==> src/rtl/serial_adder_ctrl.sv <==
// Bit-serial adder sequencer: one full-adder slice reused LSB-first over WIDTH clocks.
// Optional subtract mode (extra 'sub' input) when SERIAL_ADDER_SUB_EN is defined.
module serial_adder_ctrl #(
  parameter  int WIDTH = 4,
  localparam int CNT_W = $clog2(WIDTH) + 1
) (
  input  logic             clk,
  input  logic             rst,
  input  logic             start,
  input  logic [WIDTH-1:0] a,
  input  logic [WIDTH-1:0] b,
  input  logic             cin,
`ifdef SERIAL_ADDER_SUB_EN
  input  logic             sub,
`endif
  output logic             busy,
  output logic             done,
  output logic [WIDTH-1:0] sum,
  output logic             cout
);

  typedef enum logic [1:0] {IDLE, RUN, DONE} state_t;

  localparam logic [CNT_W-1:0] LAST = CNT_W'(WIDTH - 1);

  state_t           state_reg;
  logic [WIDTH-1:0] a_sh_reg;
  logic [WIDTH-1:0] b_sh_reg;
  logic             carry_reg;
  logic [WIDTH-2:0] res_reg;
  logic [CNT_W-1:0] cnt_reg;
  logic [WIDTH-1:0] sum_reg;
  logic             cout_reg;

  // Shared slice: two half adders with their carries ORed
  logic ha1_s, ha1_c, ha2_s, ha2_c, carry_next;
  logic [WIDTH-1:0] res_next;

  assign ha1_s      = a_sh_reg[0] ^ b_sh_reg[0];
  assign ha1_c      = a_sh_reg[0] & b_sh_reg[0];
  assign ha2_s      = ha1_s ^ carry_reg;
  assign ha2_c      = ha1_s & carry_reg;
  assign carry_next = ha1_c | ha2_c;
  // New sum bit enters at the MSB; after WIDTH shifts bit 0 lands at the LSB
  assign res_next   = {ha2_s, res_reg};

  logic [WIDTH-1:0] b_load;
  logic             c_load;
`ifdef SERIAL_ADDER_SUB_EN
  assign b_load = sub ? ~b : b;
  assign c_load = sub ? 1'b1 : cin;
`else
  assign b_load = b;
  assign c_load = cin;
`endif

  always_ff @(posedge clk) begin
    if (rst) begin
      state_reg <= IDLE;
      a_sh_reg  <= '0;
      b_sh_reg  <= '0;
      carry_reg <= 1'b0;
      res_reg   <= '0;
      cnt_reg   <= '0;
      sum_reg   <= '0;
      cout_reg  <= 1'b0;
    end else begin
      case (state_reg)
        IDLE, DONE: begin
          if (start) begin
            a_sh_reg  <= a;
            b_sh_reg  <= b_load;
            carry_reg <= c_load;
            cnt_reg   <= '0;
            state_reg <= RUN;
          end else begin
            state_reg <= IDLE;
          end
        end
        RUN: begin
          a_sh_reg  <= a_sh_reg >> 1;
          b_sh_reg  <= b_sh_reg >> 1;
          carry_reg <= carry_next;
          res_reg   <= res_next[WIDTH-1:1];
          cnt_reg   <= cnt_reg + 1'b1;
          if (cnt_reg == LAST) begin
            sum_reg   <= res_next;
            cout_reg  <= carry_next;
            state_reg <= DONE;
          end
        end
        default: state_reg <= IDLE;
      endcase
    end
  end

  assign busy = (state_reg == RUN);
  assign done = (state_reg == DONE);
  assign sum  = sum_reg;
  assign cout = cout_reg;

endmodule

==> config.mk <==
export PLATFORM = sky130hd
export DESIGN_NAME = serial_adder_ctrl
export DESIGN_NICKNAME = d
export VERILOG_FILES = /design/src/rtl/serial_adder_ctrl.sv
export SDC_FILE = /design/constraint.sdc
export NUM_CORES = 1
export LEC_CHECK = 0
export CAP_MARGIN = 20
export CORE_MARGIN = 10
export CORE_UTILIZATION = 56
export CTS_BUF_LIST = sky130_fd_sc_hd__clkbuf_8
export CTS_CLUSTER_SIZE = 16
export DETAILED_ROUTE_END_ITERATION = 10
export MAX_ROUTING_LAYER = met4
export PLACE_DENSITY = 0.87
export SETUP_SLACK_MARGIN = 0.5
export SYNTH_ARGS = -nofsm -noshare
export SYNTH_HDL_FRONTEND = slang
export SYNTH_SLANG_ARGS = --single-unit
==> constraint.sdc <==
create_clock -name clk -period 2.1 [get_ports clk]
set_input_delay 0.21 -clock clk [delete_from_list [all_inputs] [get_ports clk]]
set_output_delay 0.21 -clock clk [all_outputs]
set_load 0.02 [all_outputs]
-- Word-level counts from Yosys, hierarchy flattened
Index checks and enable logic that the tools add are counted.
W data, S select, Z words.
- reduce and logical (&&, ||, !) cells: 5
- equal/unequal tests: 5
- multiplexer cells: 11
- $add $sub $neg: 1
- bitwise gates (word level): 5
- operator list (operator ; number):
    $pmux W4 S2 ; 2
    $mux W4 ; 2
    $pmux W3 S2 ; 1
    $pmux W2 S2 ; 1
    $reduce_and A2 Y1 ; 2
    $add A3 B1 Y3 const B ; 1
    $eq A3 B2 Y1 const B ; 1
    $mux W3 ; 1
    $and A1 B1 Y1 ; 2
    $eq A2 B1 Y1 const B ; 1
    $eq A2 B2 Y1 const B ; 1
    $logic_not A2 Y1 ; 1
    $mux W1 ; 2
    $mux W2 ; 1
    $ne A2 B1 Y1 const B ; 1
    $ne A2 B2 Y1 const B ; 1
    $pmux W1 S2 ; 1
    $reduce_bool A2 Y1 ; 1
    $reduce_or A2 Y1 ; 1
    $xor A1 B1 Y1 ; 2
    $or A1 B1 Y1 ; 1
- register bits: 22
- word-level logic and storage cells: 35
- bits of input ports: 12
- output and inout port bits: 7

-- Longest topological paths before layout
- depth in word-level cells: 4
- depth in mapped cells: 6
- mapped depth without buffers: 5

-- Worst setup path before layout
Ideal clock, no wire load.
- path kind: reg2reg
- from: register cnt_reg[0]
- to: register sum_reg[0] (netlist: sum[0])
- path buffers: 0
- cell stages (with the launch flop): 6
- library setup time: 0.072 ns
- required time: 2.028 ns
- period minus slack after synthesis: 1.163 ns
- arrival: 1.091 ns
- path slack: 0.937 ns
- cells stage by stage: dfxtp_1 ha_1 ha_1 nand3b_1 nand2_1 a21oi_1
- word-level cells in the longest chain between the ends: 2
- RTL lines (item ; line ; source):
    start: declaration ; 31 ; logic [CNT_W-1:0] cnt_reg;
    start signal: assignment ; 85 ; cnt_reg <= cnt_reg + 1'b1;
    $eq A3 B2 Y1 ; 86 ; if (cnt_reg == LAST) begin
    $reduce_and A2 Y1 (no source line) ; -- ;
    end signal: assignment ; 87 ; sum_reg <= res_next;
    end: declaration ; 32 ; logic [WIDTH-1:0] sum_reg;
No other way between the ends.
A chain may end at the register's enable or synchronous reset.

-- Worst setup path in the final report
- from: register state_reg[1]
- to: output done
- word-level cells in the longest chain between the ends: 1
- RTL lines (item ; line ; source):
    start: declaration ; 26 ; state_t state_reg;
    start signal: assignment ; 59 ; state_reg <= IDLE;
    start signal: assignment ; 75 ; state_reg <= RUN;
    start signal: assignment ; 77 ; state_reg <= IDLE;
    $eq A2 B2 Y1 ; 98 ; assign done = (state_reg == DONE);
    end: declaration ; 17 ; output logic done,
No other way between the ends.

==> results.md <==
* Final period utilization at 0.728
* Total Routing Usage GR at 0.120
* Sequential cell area fraction in the yosys report at 0.460
* CP arrival at 1.32 ns
* Most used flip-flop cell after synthesis: dfxtp_1
* Library cells used by synthesis at 20
* Io pins at 19
* Final GP Congestion at 0.804
* Total power per unit cell area at 717 nW/um2
* Initial drt markers at 16
* H-tree Lvls at 1
* Final Hold Vio Count at 0
* Pleak at 0.420 nW
* RSZ-0062 raised after global routing: no
* Vias/cell at 5.56
* Crit path time final at 1.53 ns
* Cell at the slowest stage of the critical path: clkdlybuf4s50_1
* Final net count at 143
* Root buf cell: clkbuf_8
* Measured slew at the worst slew-check pin at 0.266 ns
* Family with the most delay on the worst path: buffers and inverters
* Drt pass-1 iters at 4
* Initial Util at 0.615
* Area grow syn2layout at 20.2%
* Clk_skew at 0.000943 ns
* Synth warnings at 0
* Crit-path cells: nor2b_1, clkdlybuf4s50_1
* Setup ws final at 0.570 ns
* Die ar. at 3770 um2
* DR WL/cell at 13.4 um
* Placeable Area at 1560 um2
* Largest net degree at the start of global routing at 24
* Synth area leader: dfxtp_1
* Post-DP HPWL at 1440 um
* Synth top cells by count: nand2_1 (28), dfxtp_1 (22), a21oi_1 (13)
* Global-route wire length before repair at 3380 um
* Post-synth top area share at 0.460
* Post-synth EDFFs at 0
* Core Rows at 14
* Pre-CTS setup slack at 0.648 ns
* Clk sinks at 22
* Flops & latches, synth at 22
* FILL cells at 126
* Worst-path fanout max at 3
* GRT Residual Overflow at 0
* Outcome: finished clean
* Routed Antenna Nets at 0
* Worst Path Buf+Inv at 1
* Finish-stage setup viols at 0
* Worst vdd ir at 0.435 mV
* Die width at 61.4 um
* Worst skew pair latency at 0.26 ns
* Inserted Clock Buffers at 3
* Fmax achieved at 654 MHz
* CTS tree: done
* CTS max path bufs at 2
* Cell Area, Synth at 958 um2
* Final Max Slew Viols at 0
* Avg Inst Size Synth at 8.71 um2
* Share of cells above drive strength 1 at 0.0952
* Post-CTS setup buffers at 0
* Startpoint types: flop
* Largest cells by area after synthesis: dfxtp_1 (46%), nand2_1 (11%), a21oi_1 (6.8%)
* WS Path Type: flop to primary output
* Final Core Density at 0.739
* Fin Setup TNS at 0 ns
* Mapped Nets at 125
* Final WL at 1910 um
* Initial antenna violation count at 0
* DR DRC count at 0
* Synthesized instance count at 110
* Hold WC Path Type: flop to flop
* Worst slew margin at 0.823
* Clock-pin slew on the worst setup and hold paths at 0.07 ns
* Most frequent cell after synthesis: nand2_1
* Crit path required time at 1.89 ns
* Cts hold-fix bufs at 0
* Worst R2R Setup Slack at 0.77 ns
* IO buf count at 18
* Die height at 61.4 um
* CP Capture Type: primary output
* Max_cap viols at 0
* Via Count at 790
* Synth async-reset ratio at 0
* Ant diodes at 0
* CP max stage delay at 0.61 ns
* Vias in the first global route at 801
[power by group]
| part | switching (mW) | internal [mW] | total (mW) | leakage (nW) |
|---|---|---|---|---|
| logic | 0.0644 | 0.0550 | 0.119 | 0.219 |
| registers | 0.0145 | 0.439 | 0.454 | 0.180 |
| clock network | 0.126 | 0.128 | 0.254 | 0.0216 |
[metal layers]
| metal | up-vias | wire length, um | GRT usage |
|---|---|---|---|
| met5 | - | 0 | - |
| met4 | 0 | 26 | 0.0478 |
| met3 | 7 | 107 | 0.0288 |
| met2 | 21 | 995 | 0.213 |
| met1 | 359 | 780 | 0.124 |
| li1 | 403 | - | - |
[worst paths after layout]
path | startpoint | to | depth (start not counted)
min reg2reg | sum[0]$_SDFFE_PP0P_ | sum[0]$_SDFFE_PP0P_ | 2
max | state_reg[1]$_SDFFE_PP0P_ | done | 2
max reg2reg | cnt_reg[0]$_SDFFE_PP0P_ | sum[2]$_SDFFE_PP0P_ | 5
min | sum[0]$_SDFFE_PP0P_ | sum[0]$_SDFFE_PP0P_ | 2
[cell usage in the layout, fill, tap and decap left out, drive strengths merged, types with 2 or more instances in the layout]
cell           netlist  routed
ha                   2       2
nand3               10      10
buf                  7       3
a311oi               7       7
nor2                 9       9
nand2b               4       4
dfxtp               22      22
nor2b                2       2
clkdlybuf4s50        0      17
a21oi               13      13
clkbuf               1       3
nand2               28      28
[layout make-up]
cell class | instances | area (um2) | area share
inverter | 2 | 8.76 | 0.00760
clock buffer | 3 | 41.3 | 0.0358
timing repair buffer | 21 | 201 | 0.175
tap | 16 | 20.0 | 0.0174
multi-input combinational | 78 | 440 | 0.382
sequential | 22 | 440 | 0.382
[worst register-to-register path: stages (launching register included)]
cell and delay [ns]:
dfxtp_1 0.36, ha_1 0.16, ha_1 0.27, nand3b_1 0.23
nand2_1 0.14, a21oi_1 0.07
[logic make-up after synthesis]
family,after synthesis,share of synthesized area
buf+inv,10,0.0809
compound gates,21,0.166
simple gates,54,0.247
flops,22,0.460
fa+ha+maj,3,0.0470
[timing repair]
action                                 4_1_cts  5_1_grt
endpoints found under the hold margin        0        0
setup endpoints to repair                    1        0
resized for setup                            1        0
[stage by stage]
stage | instances | hold WS (ns) | total power [mW] | instance area [um2]
after CTS | 142 | 0.457 | 0.832 | 1150
after global placement | 139 | 0.441 | 0.576 | 1110
after global routing | 142 | 0.480 | 0.869 | 1150
after floorplan | 110 | 0.282 | 0.552 | 958
after detailed placement | 139 | 0.446 | 0.584 | 1110
final | 142 | 0.455 | 0.827 | 1150
No activity file was read; power rests on OpenSTA's default activity.
